$ cat config.mk
export PLATFORM = sky130hd
export DESIGN_NAME = pwm_frame_sequencer
export DESIGN_NICKNAME = d
export VERILOG_FILES = /design/src/rtl/pwm_frame_sequencer.sv
export SDC_FILE = /design/constraint.sdc
export NUM_CORES = 1
export LEC_CHECK = 0
export ABC_AREA = 1
export BUFFER_PORTS_ARGS = -buffer_cell sky130_fd_sc_hd__buf_2
export CAP_MARGIN = 15
export CORE_MARGIN = 2
export CORE_UTILIZATION = 60
export DETAILED_ROUTE_END_ITERATION = 6
export PLACE_DENSITY = 0.78
export SYNTH_ARGS = -nofsm -noshare
export SYNTH_HDL_FRONTEND = slang
export SYNTH_SLANG_ARGS = --single-unit
$ cat constraint.sdc
create_clock -name clkfordata_i -period 2.4 [get_ports clkfordata_i]
set_input_delay 0.24 -clock clkfordata_i [delete_from_list [all_inputs] [get_ports clkfordata_i]]
set_output_delay 0.24 -clock clkfordata_i [all_outputs]
set_load 0.01 [all_outputs]
$ cat src/rtl/pwm_frame_sequencer.sv
// rtl/pwm_frame_sequencer.sv - frame buffer and load sequencer for the multi-stage PWM block
//
// Purpose: buffers duty words from an upstream valid/ready stream. Once a full
// frame of STAGE words is held, it replays the PWM load protocol: a one-cycle
// start strobe carrying word 0, then words 1..STAGE-1 on consecutive cycles.
// After that it waits for the PWM hsync latch indication before the next frame.
//
// Ports:
//   clkfordata_i   only clock, rising edge
//   rst_i          synchronous active-high reset
//   enable_i       permits new frames to start
//   in_valid_i     upstream word valid
//   in_ready_o     buffer can accept a word
//   in_data_i      upstream duty word
//   start_o        PWM start strobe, coincident with word 0
//   data_o         PWM duty data
//   hsync_i        PWM frame-latch indication, asynchronous to clkfordata_i
//   busy_o         high while loading or waiting for the latch
//   frame_count_o  frames acknowledged by hsync, wraps 0xFFFF -> 0
//   timeout_err_o  sticky: hsync not seen within TIMEOUT cycles

module pwm_frame_sequencer #(
  parameter int STAGE      = 8,
  parameter int DWIDTH     = 8,
  parameter int FIFO_DEPTH = 16,
  parameter int TIMEOUT    = 64
) (
  input  logic              clkfordata_i,
  input  logic              rst_i,
  input  logic              enable_i,
  input  logic              in_valid_i,
  output logic              in_ready_o,
  input  logic [DWIDTH-1:0] in_data_i,
  output logic              start_o,
  output logic [DWIDTH-1:0] data_o,
  input  logic              hsync_i,
  output logic              busy_o,
  output logic [15:0]       frame_count_o,
  output logic              timeout_err_o
);

  localparam int AW = (FIFO_DEPTH > 1) ? $clog2(FIFO_DEPTH) : 1;
  localparam int CW = AW + 1;
  localparam int IW = (STAGE > 1) ? $clog2(STAGE) : 1;
  localparam int TW = (TIMEOUT > 1) ? $clog2(TIMEOUT) : 1;

  localparam logic [CW-1:0] DEPTH_C  = CW'(FIFO_DEPTH);
  localparam logic [CW-1:0] STAGE_C  = CW'(STAGE);
  localparam logic [IW-1:0] LAST_IDX = IW'(STAGE - 1);
  localparam logic [TW-1:0] TLAST    = TW'(TIMEOUT - 1);

  typedef enum logic [1:0] {
    ST_IDLE,
    ST_LOAD,
    ST_WAIT
  } state_t;

  // ---------------------------------------------------------------------------
  // Input buffer
  // ---------------------------------------------------------------------------
  logic [DWIDTH-1:0] mem_q [FIFO_DEPTH];
  logic [AW-1:0]     wr_ptr_q, wr_ptr_d;
  logic [AW-1:0]     rd_ptr_q, rd_ptr_d;
  logic [CW-1:0]     count_q, count_d;
  logic              push;
  logic              pop;
  logic [DWIDTH-1:0] head;

  // Ready follows the registered count only, so a full buffer stays not-ready
  // even on a cycle where the sequencer pops.
  assign in_ready_o = (count_q < DEPTH_C);
  assign push       = in_valid_i & in_ready_o;
  assign head       = mem_q[rd_ptr_q];

  always_comb begin
    wr_ptr_d = wr_ptr_q;
    rd_ptr_d = rd_ptr_q;
    count_d  = count_q;
    if (push) wr_ptr_d = wr_ptr_q + AW'(1);
    if (pop)  rd_ptr_d = rd_ptr_q + AW'(1);
    case ({push, pop})
      2'b10:   count_d = count_q + CW'(1);
      2'b01:   count_d = count_q - CW'(1);
      default: count_d = count_q;
    endcase
  end

  always_ff @(posedge clkfordata_i) begin
    if (!rst_i && push) mem_q[wr_ptr_q] <= in_data_i;
  end

  // ---------------------------------------------------------------------------
  // hsync synchronizer and rising-edge detect
  // ---------------------------------------------------------------------------
  logic hs_meta_q, hs_sync_q, hs_prev_q;
  logic hs_rise;

  assign hs_rise = hs_sync_q & ~hs_prev_q;

  // ---------------------------------------------------------------------------
  // Sequencer FSM
  // ---------------------------------------------------------------------------
  state_t            state_q, state_d;
  logic [IW-1:0]     idx_q, idx_d;
  logic [TW-1:0]     tcnt_q, tcnt_d;
  logic              start_q, start_d;
  logic [DWIDTH-1:0] data_q, data_d;
  logic [15:0]       frame_count_q, frame_count_d;
  logic              timeout_err_q, timeout_err_d;

  always_comb begin
    state_d       = state_q;
    idx_d         = idx_q;
    tcnt_d        = tcnt_q;
    start_d       = 1'b0;
    data_d        = '0;
    frame_count_d = frame_count_q;
    timeout_err_d = timeout_err_q;
    pop           = 1'b0;

    case (state_q)
      ST_IDLE: begin
        // A frame only starts once fully buffered, so LOAD can never underrun.
        if (enable_i && (count_q >= STAGE_C)) begin
          pop     = 1'b1;
          data_d  = head;
          start_d = 1'b1;
          idx_d   = IW'(1);
          state_d = ST_LOAD;
        end
      end

      ST_LOAD: begin
        pop    = 1'b1;
        data_d = head;
        idx_d  = idx_q + IW'(1);
        if (idx_q == LAST_IDX) begin
          tcnt_d  = '0;
          state_d = ST_WAIT;
        end
      end

      ST_WAIT: begin
        tcnt_d = tcnt_q + TW'(1);
        // A latch arriving on the timeout edge still counts as acknowledged.
        if (hs_rise) begin
          frame_count_d = frame_count_q + 16'd1;
          tcnt_d        = '0;
          state_d       = ST_IDLE;
        end else if (tcnt_q == TLAST) begin
          timeout_err_d = 1'b1;
          tcnt_d        = '0;
          state_d       = ST_IDLE;
        end
      end

      default: begin
        state_d = ST_IDLE;
      end
    endcase
  end

  always_ff @(posedge clkfordata_i) begin
    if (rst_i) begin
      wr_ptr_q      <= '0;
      rd_ptr_q      <= '0;
      count_q       <= '0;
      hs_meta_q     <= 1'b0;
      hs_sync_q     <= 1'b0;
      hs_prev_q     <= 1'b0;
      state_q       <= ST_IDLE;
      idx_q         <= '0;
      tcnt_q        <= '0;
      start_q       <= 1'b0;
      data_q        <= '0;
      frame_count_q <= '0;
      timeout_err_q <= 1'b0;
    end else begin
      wr_ptr_q      <= wr_ptr_d;
      rd_ptr_q      <= rd_ptr_d;
      count_q       <= count_d;
      hs_meta_q     <= hsync_i;
      hs_sync_q     <= hs_meta_q;
      hs_prev_q     <= hs_sync_q;
      state_q       <= state_d;
      idx_q         <= idx_d;
      tcnt_q        <= tcnt_d;
      start_q       <= start_d;
      data_q        <= data_d;
      frame_count_q <= frame_count_d;
      timeout_err_q <= timeout_err_d;
    end
  end

  assign start_o       = start_q;
  assign data_o        = data_q;
  assign busy_o        = (state_q != ST_IDLE);
  assign frame_count_o = frame_count_q;
  assign timeout_err_o = timeout_err_q;

endmodule

==> results of run 1 <==
## routing by layer
layer | GRT usage [%] | routed length, µm | vias to the layer above
li1 | - | - | 2511
met1 | 29.8 | 6410 | 2494
met5 | 0 | 0 | -
met2 | 40.7 | 7600 | 156
met4 | 10.5 | 287 | 0
met3 | 6.07 | 798 | 24
## stage by stage
stage          setup slack [ns]  util (%)  hold WS, ns  area [µm²]  std cells
2_1_floorplan             0.391         -        0.339        7530        698
3_3_place_gp              0.536      65.4        0.393        7930        889
3_5_place_dp              0.414      65.4        0.410        7930        889
4_1_cts                   0.400      70.5      0.00938        8540        921
5_1_grt                   0.177      70.5       0.0335        8540        921
6_report                  0.355      70.5       0.0231        8540        921
## layout by cell type (no fill, tap or decap), types with 2 or more instances in the layout
master / n
o211ai_1: 30
clkinvlp_4: 5
edfxtp_1: 128
dfxtp_1: 57
buf_2: 40
xor2_1: 8
nand4_1: 6
clkinv_2: 2
a21oi_1: 32
nor3_1: 10
clkbuf_8: 2
buf_4: 12
o221ai_1: 2
nor3b_1: 3
nor2_1: 148
ha_1: 12
o21ai_0: 87
nand2_1: 50
clkbuf_1: 2
nand3_1: 16
nor2_4: 2
clkbuf_16: 20
inv_2: 3
o21a_1: 4
nor2_2: 3
inv_1: 45
o21ai_1: 9
## area by class of cell
| type | count | area share, % |
|---|---|---|
| Clock buffer | 24 | 6.27 |
| Multi-Input combinational cell | 434 | 26.2 |
| Clock inverter | 8 | 0.952 |
| Sequential cell | 185 | 58.4 |
| Inverter | 49 | 2.17 |
| Timing Repair Buffer | 53 | 3.63 |
| Tap cell | 168 | 2.46 |
## cell families (layout without fill, tap and decap cells)
group,count (synthesis),count (layout),share of synthesized area [%]
and+or+nand+nor,248,248,14.4
DFF,185,185,66.2
AOI/OAI and AO/OA,166,166,12.3
buffers and inverters,79,134,4.14
adders and majority gates,12,12,1.99
xor gates and xnor gates,8,8,0.930
## sequential cells by signal, summed over array words and instances, names as in the netlist, 2 cells and up, named ones only
signal         count
state_q            2
data_o             8
idx_q              3
mem_q            128
wr_ptr_q           4
frame_count_o     16
rd_ptr_q           4
tcnt_q             6
count_q            5
## report_power, final
group	total (W)	switching, W	internal [W]
Clock	0.00281	0.00113	0.00167
Combinational	0.00183	0.00123	0.000595
Sequential	0.00366	0.0000976	0.00356
Total	0.00829	0.00247	0.00583
## worst max-delay path by stage
stage               start         end  depth (start not counted)  slack (ns)
6_report       state_q[0]  count_q[4]                         13        0.35
4_1_cts        state_q[0]  count_q[4]                         13        0.40
3_3_place_gp   state_q[0]  count_q[4]                         15        0.54
5_1_grt        state_q[0]  count_q[4]                         13        0.18
3_5_place_dp   state_q[0]  count_q[4]                         15        0.41
2_1_floorplan  state_q[0]  count_q[4]                         16        0.39
## tightest hold or removal path, cell delays in order
cell    delay, ns
buf_2        0.09
inv_1        0.04
nor2_1       0.03
==> flow_summary.rst, run 1 <==
.. list-table::
   :header-rows: 1

   * - Metric
     - Value
   * - Avg Inst Size Synth
     - 10.8 µm²
   * - Worst endpoint required time
     - 2.76 ns
   * - Wire length per cell
     - 16.4 µm
   * - Startpoint types
     - flop
   * - Final Cycle Share
     - 85.2%
   * - Number of rows in the core area
     - 40
   * - CTS HTree Levels
     - 4
   * - Hold Path Cell Cnt
     - 3
   * - Reg-to-reg critical path startpoint
     - state_q[0]
   * - Most instantiated library cell after synthesis
     - nor2_1
   * - Power per unit of standard cell area
     - 971 mW/mm²
   * - Cts bufs inserted
     - 17
   * - Critical path buffer and inverter count
     - 2
   * - Endpoint class of the critical path
     - flop
   * - Clock edge transition at the registers on the reported setup and hold paths
     - 0.06 ns
   * - Arrival time at the worst endpoint
     - 2.40 ns
   * - Detailed Routing Iterations Pass 1
     - 5
   * - Wire length of the first global-routing pass
     - 24.7 mm
   * - Main flop type after synthesis
     - edfxtp_1
   * - Netlist cell types
     - 37
   * - Path type of the worst setup path
     - reg2reg
   * - Mapped cell area
     - 0.00753 mm²
   * - DRC violation count after routing
     - 0
   * - Post-Route Skew
     - 0.00869 ns
   * - Maximum number of pins on one net before global-route repair
     - 65
   * - Final routed wirelength across all metal layers
     - 15.1 mm
   * - Via count of the first global-routing pass
     - 5170
   * - Total count of hold-check failures in the final report
     - 0
   * - Clock tree sinks
     - 185
   * - Horiz. Die Dim
     - 116 µm
   * - CP top delay family
     - simple AND/OR/NAND/NOR gates
   * - Critical path, cell by cell
     - inv_2 > nor2_4 > inv_1 > nand2_1 > ha_1 > xor2_1 > and2_1 > nand2_1 > nand2_1 > nand2_1 > nand2_1 > nand2_1 > a21oi_1
   * - Post-CTS setup buffer count
     - 0
   * - CTS max path bufs
     - 2
   * - Unrepaired setup endpoints after global routing
     - false
   * - Total chip power
     - 0.00829 W
   * - Number of storage elements in the synthesis netlist
     - 185
   * - Yosys top cell by area
     - edfxtp_1
   * - Number of design-rule violations left by the first detailed-router iteration
     - 430
   * - Area occupied by registers
     - 0.00498 mm²
   * - Min-Delay Startpoint
     - hsync_i
   * - Gate Count Post-Synth
     - 698
   * - Headroom to the max-slew limit
     - 37.5%
   * - Core area
     - 0.0121 mm²
   * - Proportion of synthesized chip area in sequential cells
     - 66.2%
   * - Status
     - completed
   * - Global placer's final weighted congestion
     - 0.885
   * - Aggregate negative setup slack
     - 0 ns
   * - Number of antenna repair diodes
     - 0
   * - Input/output buffers
     - 40
   * - Terminus of the critical flop-to-flop path
     - count_q[4]
   * - Via density
     - 5.63
   * - Fraction of registers with async set/reset
     - 0%
   * - Die Outline Area
     - 0.0135 mm²
   * - Share of cells above drive strength 1
     - 13.3%
   * - Post-detailed-placement half-perimeter wirelength
     - 9.76 mm
   * - Longest individual stage delay on the worst path
     - 0.36 ns
   * - Final count of negative-setup-slack endpoints
     - 0
   * - Initial Util
     - 62.2%
   * - Die span in y
     - 116 µm
   * - Depth of the most critical reg-to-reg path
     - 13
   * - Post-synth top area share
     - 51.0%
   * - Class of the worst hold path
     - in2reg
   * - Clk Tree Root Cell
     - clkbuf_16
   * - Shortest period the worst path allows
     - 2.05 ns
   * - Number of top-level design ports
     - 41
   * - TritonCTS clock tree
     - yes
   * - Count of cells resized by post-cts repair
     - 0
   * - Area growth from synthesis to layout
     - 13.4%
   * - Multi-input gate area
     - 0.00223 mm²
   * - Nets in the synthesized netlist
     - 723
   * - Final-report max-slew violation count
     - 0
   * - Number of synthesis warnings
     - 0
   * - Top cells by area in the synthesized netlist
     - edfxtp_1 (51%), dfxtp_1 (15%), nor2_1 (7.4%), o21ai_0 (5.8%), o211ai_1 (3.0%)
   * - WHS Endpoint
     - hs_meta_q
   * - Total Nets Final
     - 765
   * - Post-synth EDFFs
     - 128
   * - Leakage
     - 3.14 nW
   * - Initial antenna violation count
     - 0
   * - Most Frequent Cell on Critical Path
     - nand2_1
   * - Source-to-sink clock delay at the later pin of the worst-skew pair
     - 0.43 ns
   * - Worst supply voltage drop on vdd
     - 0.766 mV
   * - Tot GR Track Use
     - 24.2%
   * - Max-cap check violation count
     - 0
   * - Antenna-violating nets left
     - 0
   * - Transition at the pin with the smallest max-transition slack
     - 0.934 ns
   * - Via total after detailed routing
     - 5185
   * - Hold bufs inserted after CTS
     - 0
   * - CP max-delay cell
     - dfxtp_1
   * - List of most frequent post-synthesis cells
     - nor2_1 (148), edfxtp_1 (128), o21ai_0 (87)
   * - Top fanout value on the critical path
     - 6
   * - Number of inserted filler cells in the final layout
     - 906
   * - Slack of the worst reg-to-reg path
     - 0.35 ns
   * - Remaining global-route overflow
     - 0
   * - Fmax
     - 489 MHz
(Power assumes the default switching activity.)
==> run 2, diff against run 1 <==
--- a/config.mk
+++ b/config.mk
@@ -9,9 +9,10 @@
 export BUFFER_PORTS_ARGS = -buffer_cell sky130_fd_sc_hd__buf_2
 export CAP_MARGIN = 15
 export CORE_MARGIN = 2
-export CORE_UTILIZATION = 60
+export CORE_UTILIZATION = 50
 export DETAILED_ROUTE_END_ITERATION = 6
-export PLACE_DENSITY = 0.78
+export PLACE_DENSITY = 0.67
+export RECOVER_POWER = 50
 export SYNTH_ARGS = -nofsm -noshare
 export SYNTH_HDL_FRONTEND = slang
 export SYNTH_SLANG_ARGS = --single-unit
==> run 2 against run 1 <==
Count of clock-buffer cells in the layout down 4. Die area grew 19%. Design area hardly changed. Clock skew down 0.0019 ns. Utilization is 12 points lower. Routed wire length shrank 0.56%. Final cell count up 1.8%. First-iteration DRC count decreased by 17%. Critical path type unchanged.
==> flow_summary.rst, run 2 (synthesis gave the netlist of run 1 again) <==
.. list-table::
   :header-rows: 1

   * - Metric
     - Value
   * - Fmax
     - 483 MHz (was 489 MHz)
   * - Post-detailed-placement half-perimeter wirelength
     - 9.72 mm (was 9.76 mm)
   * - Class of the worst hold path
     - in2reg (unchanged)
   * - Cts bufs inserted
     - 17 (unchanged)
   * - Max reg flops
     - 128 (unchanged)
   * - Headroom to the max-slew limit
     - 23.3% (was 37.5%)
   * - Worst supply voltage drop on vdd
     - 0.523 mV (was 0.766 mV)
   * - Via count of the first global-routing pass
     - 4849 (was 5170)
   * - Total Nets Final
     - 766 (was 765)
   * - Initial antenna violation count
     - 0 (unchanged)
   * - Aggregate negative setup slack
     - 0 ns (unchanged)
   * - Number of design-rule violations left by the first detailed-router iteration
     - 359 (was 430)
   * - Wire length per cell
     - 16.0 µm (was 16.4 µm)
   * - Source-to-sink clock delay at the later pin of the worst-skew pair
     - 0.42 ns (was 0.43 ns)
   * - Horiz. Die Dim
     - 127 µm (was 116 µm)
   * - Top fanout value on the critical path
     - 6 (unchanged)
   * - DRC violation count after routing
     - 0 (unchanged)
   * - Worst endpoint required time
     - 2.74 ns (was 2.76 ns)
   * - Launching instance or port of the critical path
     - state_q[0] (unchanged)
   * - Post-layout util
     - 58.3% (was 70.5%)
   * - Number of inserted filler cells in the final layout
     - 1249 (was 906)
   * - Maximum number of pins on one net before global-route repair
     - 65 (unchanged)
   * - Power per unit of standard cell area
     - 987 mW/mm² (was 971 mW/mm²)
   * - Status
     - completed (unchanged)
   * - Via total after detailed routing
     - 5052 (was 5185)
   * - Fin worst setup slack
     - 0.330 ns (was 0.355 ns)
   * - Via density
     - 5.39 (was 5.63)
   * - Tot GR Track Use
     - 19.4% (was 24.2%)
   * - CTS HTree Levels
     - 4 (unchanged)
   * - Area growth from synthesis to layout
     - 13.4% (about the same)
   * - Antenna-violating nets left
     - 0 (unchanged)
   * - TritonCTS clock tree
     - yes (unchanged)
   * - Path type of the worst setup path
     - reg2reg (unchanged)
   * - CTS max path bufs
     - 2 (unchanged)
   * - Startpoint types
     - flop (unchanged)
   * - Wire length of the first global-routing pass
     - 24.5 mm (was 24.7 mm)
   * - Clk Tree Root Cell
     - clkbuf_16 (unchanged)
   * - Number of top-level design ports
     - 41 (unchanged)
   * - Most used cells in the layout excluding fill and tap cells
     - nor2_1 (149), edfxtp_1 (128), o21ai_0 (87) (was nor2_1 (148), edfxtp_1 (128), o21ai_0 (87))
   * - Initial Util
     - 51.4% (was 62.2%)
   * - Max-cap check violation count
     - 0 (unchanged)
   * - Place WS
     - 0.398 ns (was 0.414 ns)
   * - Number of rows in the core area
     - 44 (was 40)
   * - Min-Delay Startpoint
     - hsync_i (unchanged)
   * - Reg-to-reg critical path startpoint
     - state_q[0] (unchanged)
   * - Final Cycle Share
     - 86.3% (was 85.2%)
   * - Detailed Routing Iterations Pass 1
     - 5 (unchanged)
   * - Arrival time at the worst endpoint
     - 2.41 ns (was 2.40 ns)
   * - Count of cells resized by post-cts repair
     - 0 (unchanged)
   * - Die Outline Area
     - 0.0161 mm² (was 0.0135 mm²)
   * - Total count of hold-check failures in the final report
     - 0 (unchanged)
   * - Total chip power
     - 0.00843 W (was 0.00829 W)
   * - Final-report max-slew violation count
     - 0 (unchanged)
   * - Shortest period the worst path allows
     - 2.07 ns (was 2.05 ns)
   * - Clock edge transition at the registers on the reported setup and hold paths
     - 0.07 ns (was 0.06 ns)
   * - Core area
     - 0.0146 mm² (was 0.0121 mm²)
   * - Largest reg by FF count
     - mem_q (unchanged)
   * - Transition at the pin with the smallest max-transition slack
     - 1.15 ns (was 0.934 ns)
   * - Leakage
     - 2.97 nW (was 3.14 nW)
   * - Most frequent standard cell in the layout excluding fill and tap cells
     - nor2_1 (unchanged)
   * - Hold bufs inserted after CTS
     - 0 (unchanged)
   * - Global placer's final weighted congestion
     - 0.868 (was 0.885)
   * - Input/output buffers
     - 40 (unchanged)
   * - Unrepaired setup endpoints after global routing
     - false (unchanged)
   * - Post-CTS setup buffer count
     - 0 (unchanged)
   * - Die span in y
     - 127 µm (was 116 µm)
   * - Endpoint class of the critical path
     - flop (unchanged)
   * - Final routed wirelength across all metal layers
     - 15.0 mm (was 15.1 mm)
   * - Share of cells above drive strength 1
     - 8.49% (was 13.3%)
   * - Clock tree sinks
     - 185 (unchanged)
   * - Remaining global-route overflow
     - 0 (unchanged)
   * - Post-Route Skew
     - 0.00676 ns (was 0.00869 ns)
   * - Final count of negative-setup-slack endpoints
     - 0 (unchanged)
   * - Number of antenna repair diodes
     - 0 (unchanged)
==> run 2: worst paths after layout <==
path	to	slack (ns)	cells after the start
worst max-delay path	count_q[4]	0.33	15
worst min-delay path	hs_meta_q	0.03	3
worst max register to register	count_q[4]	0.33	15
worst min register to register	hs_sync_q	0.41	2
==> run 2: stage by stage <==
stage / cell area (µm²) / hold WS [ns] / std cells
2_1_floorplan: 7530 / 0.339 / 698
3_3_place_gp: 7980 / 0.395 / 906
3_5_place_dp: 7980 / 0.402 / 906
4_1_cts: 8620 / 0.0113 / 938
5_1_grt: 8540 / 0.0203 / 938
6_report: 8540 / 0.0251 / 938
==> run 2: critical path, stage by stage (launching register included) <==
cell	delay (ns)
dfxtp_1	0.36
inv_2	0.06
nor2_4	0.13
inv_1	0.07
nand2_1	0.09
ha_1	0.29
xor2_1	0.24
ha_1	0.18
inv_1	0.04
nand2_1	0.09
nand2_1	0.09
nand2_1	0.08
nand2_1	0.05
nand2_1	0.05
nand2_1	0.04
a21oi_1	0.12
==> run 2: layout make-up <==
class | instances | area [µm²] | area share, %
Tap cell | 184 | 230 | 2.70
Clock inverter | 12 | 164 | 1.92
Sequential cell | 185 | 4990 | 58.4
Multi-Input combinational cell | 434 | 2210 | 25.9
Timing Repair Buffer | 54 | 289 | 3.38
Inverter | 49 | 185 | 2.17
Clock buffer | 20 | 478 | 5.60
==> run 2: per-layer routing <==
layer	GRT usage, %	share of wire, %
met3	3.58	3.3
met5	0	0
met2	33.4	50
met4	7.37	1.7
met1	24.6	45
==> run 2: power breakdown <==
| group | switching, W | internal (W) | leakage (nW) |
|---|---|---|---|
| sequential | 0.000141 | 0.00356 | 1.62 |
| clock | 0.00118 | 0.00177 | 0.300 |
| combinational | 0.00117 | 0.000609 | 1.06 |
| total | 0.00249 | 0.00594 | 2.97 |
==> run 3, diff against run 2 <==
--- a/config.mk
+++ b/config.mk
@@ -6,12 +6,11 @@
 export NUM_CORES = 1
 export LEC_CHECK = 0
 export ABC_AREA = 1
-export BUFFER_PORTS_ARGS = -buffer_cell sky130_fd_sc_hd__buf_2
 export CAP_MARGIN = 15
 export CORE_MARGIN = 2
 export CORE_UTILIZATION = 50
 export DETAILED_ROUTE_END_ITERATION = 6
-export PLACE_DENSITY = 0.67
+export DONT_BUFFER_PORTS = 1
 export RECOVER_POWER = 50
 export SYNTH_ARGS = -nofsm -noshare
 export SYNTH_HDL_FRONTEND = slang
==> constraint.sdc (replaced) <==
create_clock -name clkfordata_i -period 2.4 [get_ports clkfordata_i]
set_input_delay 0.24 -clock clkfordata_i [delete_from_list [all_inputs] [get_ports clkfordata_i]]
set_output_delay 0.24 -clock clkfordata_i [all_outputs]
set_load 0.1 [all_outputs]
==> run 3 against run 2 <==
Flip-flop and latch count stayed put. Worst setup slack worse by 0.053 ns. Maximum frequency decreased by 2.5%. Sequential share of layout area is 0.31 points higher. Design area fell by 0.50%. Non-clock buffer count shrank 2. Hold slack better by 0.12 ns. Utilization is 0.29 points lower. Global-route usage up 1.1 points. Critical path depth decreased by 7. Total power shrank 2.8%. Register-to-register slack got worse by 0.05 ns. Critical endpoint is now frame_count_o[14]. Largest cell class unchanged.
==> flow_summary.rst, run 3 (synthesis gave the netlist of run 1 again) <==
.. list-table::
   :header-rows: 1

   * - Metric
     - Value
   * - CTS HTree Levels
     - 4 (unchanged)
   * - Clock edge transition at the registers on the reported setup and hold paths
     - 0.06 ns (was 0.07 ns)
   * - Wire length per cell
     - 16.8 µm (was 16.0 µm)
   * - Leakage
     - 2.96 nW (was 2.97 nW)
   * - Most Frequent Cell on Critical Path
     - nand2_1 (unchanged)
   * - Input/output buffers
     - 0 (was 40)
   * - Number of design-rule violations left by the first detailed-router iteration
     - 527 (was 359)
   * - Number of inserted filler cells in the final layout
     - 1237 (was 1249)
   * - Worst endpoint required time
     - 2.73 ns (was 2.74 ns)
   * - Number of top-level design ports
     - 41 (unchanged)
   * - Class of the worst hold path
     - in2reg (unchanged)
   * - Maximum number of pins on one net before global-route repair
     - 65 (unchanged)
   * - Initial Util
     - 51.4% (unchanged)
   * - TritonCTS clock tree
     - yes (unchanged)
   * - Transition at the pin with the smallest max-transition slack
     - 1.31 ns (was 1.15 ns)
   * - Total count of hold-check failures in the final report
     - 0 (unchanged)
   * - Total Nets Final
     - 764 (was 766)
   * - Final count of negative-setup-slack endpoints
     - 0 (unchanged)
   * - Source-to-sink clock delay at the later pin of the worst-skew pair
     - 0.43 ns (was 0.42 ns)
   * - Initial antenna violation count
     - 0 (unchanged)
   * - Wire length of the first global-routing pass
     - 25.1 mm (was 24.5 mm)
   * - Max-cap check violation count
     - 0 (unchanged)
   * - Switching power summed over all nets
     - 0.00274 W (was 0.00249 W)
   * - Depth of the most critical reg-to-reg path
     - 8 (was 15)
   * - Final routed wirelength across all metal layers
     - 15.7 mm (was 15.0 mm)
   * - Clock network power share
     - 29.7% (was 35.0%)
   * - Via density
     - 5.40 (was 5.39)
   * - Fraction of power spent switching nets
     - 33.4% (was 29.6%)
   * - Status
     - completed (unchanged)
   * - Fmax
     - 471 MHz (was 483 MHz)
   * - Met2 layer wire length in the routed design
     - 7.67 mm (was 7.53 mm)
   * - Hold Path Cell Cnt
     - 6 (was 3)
   * - Die span in y
     - 127 µm (unchanged)
   * - Total internal power
     - 0.00546 W (was 0.00594 W)
   * - Power share of the sequential group
     - 47.2% (was 43.9%)
   * - Routed length on met1
     - 7.03 mm (was 6.73 mm)
   * - Path type of the worst setup path
     - reg2reg (unchanged)
   * - Most used cells in the layout excluding fill and tap cells
     - nor2_1 (149), edfxtp_1 (128), o21ai_0 (87) (unchanged)
   * - Headroom to the max-slew limit
     - 12.8% (was 23.3%)
   * - Horiz. Die Dim
     - 127 µm (unchanged)
   * - Antenna-violating nets left
     - 0 (unchanged)
   * - Clk Tree Root Cell
     - clkbuf_16 (unchanged)
   * - Min-Delay Startpoint
     - enable_i (was hsync_i)
   * - Arrival time at the worst endpoint
     - 2.45 ns (was 2.41 ns)
   * - Clock tree sinks
     - 185 (unchanged)
   * - Post-CTS setup buffer count
     - 0 (unchanged)
   * - CTS max path bufs
     - 2 (unchanged)
   * - Longest individual stage delay on the worst path
     - 0.91 ns (was 0.36 ns)
   * - Via total after detailed routing
     - 5046 (was 5052)
   * - Number of rows in the core area
     - 44 (unchanged)
   * - Cts bufs inserted
     - 17 (unchanged)
   * - WHS Endpoint
     - start_o (was hs_meta_q)
   * - Area occupied by registers
     - 0.00499 mm² (about the same)
   * - Max reg flops
     - 128 (unchanged)
   * - Count of cells resized by post-cts repair
     - 0 (unchanged)
   * - Largest reg by FF count
     - mem_q (unchanged)
   * - Share of cells above drive strength 1
     - 9.59% (was 8.49%)
   * - Final Cycle Share
     - 88.5% (was 86.3%)
   * - Highest routed metal layer
     - met4 (unchanged)
   * - Critical path, cell by cell
     - clkbuf_1 > nand2_1 > nor2_2 > nand2_1 > nor2_1 > nand2_1 > nand2_1 > nor2_1 (was inv_2 > nor2_4 > inv_1 > nand2_1 > ha_1 > xor2_1 > ha_1 > inv_1 > nand2_1 > nand2_1 > nand2_1 > nand2_1 > nand2_1 > nand2_1 > a21oi_1)
   * - Number of antenna repair diodes
     - 0 (unchanged)
   * - Global placer's final weighted congestion
     - 0.833 (was 0.868)
   * - Remaining global-route overflow
     - 0 (unchanged)
   * - Worst supply voltage drop on vdd
     - 0.660 mV (was 0.523 mV)
   * - Wire length on met3
     - 649 µm (was 499 µm)
   * - Core area
     - 0.0146 mm² (unchanged)
   * - Multi-input gate area
     - 0.00220 mm² (was 0.00221 mm²)
   * - Combinational fraction of design power
     - 23.1% (was 21.1%)
   * - Post-detailed-placement half-perimeter wirelength
     - 9.74 mm (was 9.72 mm)
   * - Critical path buffer and inverter count
     - 1 (was 3)
   * - Die Outline Area
     - 0.0161 mm² (unchanged)
   * - Hold WS
     - 0.143 ns (was 0.0251 ns)
   * - DRC violation count after routing
     - 0 (unchanged)
   * - Area growth from synthesis to layout
     - 12.8% (was 13.4%)
   * - Aggregate negative setup slack
     - 0 ns (unchanged)
   * - Detailed Routing Iterations Pass 1
     - 5 (unchanged)
   * - Via count of the first global-routing pass
     - 5086 (was 4849)
   * - Final-report max-slew violation count
     - 0 (unchanged)
   * - Most frequent standard cell in the layout excluding fill and tap cells
     - nor2_1 (unchanged)
   * - Shortest period the worst path allows
     - 2.12 ns (was 2.07 ns)
   * - Terminus of the critical flop-to-flop path
     - frame_count_o[14] (was count_q[4])
   * - Reg-to-reg critical path startpoint
     - frame_count_o[6] (was state_q[0])
   * - Slack of the worst reg-to-reg path
     - 0.28 ns (was 0.33 ns)
   * - Hold bufs inserted after CTS
     - 10 (was 0)
   * - Top fanout value on the critical path
     - 4 (was 6)
   * - CP top delay family
     - buffers and inverters (was simple AND/OR/NAND/NOR gates)
   * - Endpoint class of the critical path
     - flop (unchanged)
   * - Startpoint types
     - flop (unchanged)
   * - Power per unit of standard cell area
     - 965 mW/mm² (was 987 mW/mm²)
   * - Tot GR Track Use
     - 20.5% (was 19.4%)
   * - Unrepaired setup endpoints after global routing
     - false (unchanged)
   * - CP max-delay cell
     - clkbuf_1 (was dfxtp_1)
   * - Post-Route Skew
     - 0.0130 ns (was 0.00676 ns)
run 3: cell count changes in the layout (fill, tap and decap cells not counted), sizes merged:
cell         delta
clkinvlp        +1
bufinv          -3
inv             -2
dlygate4sd3    +10
clkinv          +6
buf             +8
clkbuf         -23
run 3: how the worst max path moves through the flow:
stage / startpoint / to / cells past startpoint
after floorplan: count_q[4] / count_q[4] / 16
after global placement: state_q[0] / count_q[4] / 15
after detailed placement: state_q[0] / count_q[4] / 15
after CTS: state_q[0] / count_q[4] / 14
after global routing: count_q[4] / data_o[0] / 7
final: frame_count_o[6] / frame_count_o[14] / 8
run 3: layer usage:
| metal | track usage, % | vias to the layer above |
|---|---|---|
| li1 | - | 2505 |
| met1 | 25.8 | 2401 |
| met2 | 34.3 | 115 |
| met3 | 5.36 | 25 |
| met4 | 7.69 | 0 |
| met5 | 0 | - |
run 3: through the flow:
stage / instance area (µm²) / worst slack (ns) / utilization (%) / instances / total power [W]
after floorplan: 7540 / 0.0158 / - / 698 / 0.00532
after global placement: 7990 / 0.566 / 54.5 / 894 / 0.00576
after detailed placement: 7990 / 0.484 / 54.5 / 894 / 0.00580
after CTS: 8600 / 0.452 / 58.7 / 935 / 0.00829
after global routing: 8500 / 0.117 / 58.0 / 935 / 0.00865
final: 8500 / 0.277 / 58.0 / 935 / 0.00820
run 3: cell type report:
| type | instances | area share (%) |
|---|---|---|
| flip-flops and latches | 185 | 58.7 |
| clock buffers | 17 | 5.01 |
| repair buffers | 52 | 4.45 |
| inverters | 49 | 2.19 |
| multi-input cells | 434 | 25.9 |
| well taps | 184 | 2.71 |
| clock inverters | 14 | 1.02 |
run 3: power by group through the flow:
stage	logic (W)	registers [W]	clock network, W
2_1_floorplan	0.00139	0.00393	0
3_3_place_gp	0.00182	0.00394	0
3_5_place_dp	0.00186	0.00394	0
4_1_cts	0.00193	0.00388	0.00249
5_1_grt	0.00216	0.00389	0.00260
6_report	0.00189	0.00387	0.00243
run 3: worst reg2reg max path, cell delays in order (launching register included):
cell and delay [ns]:
dfxtp_1 0.33, clkbuf_1 0.91, nand2_1 0.15, nor2_2 0.23, nand2_1 0.12, nor2_1 0.13, nand2_1 0.06, nand2_1 0.05
nor2_1 0.03
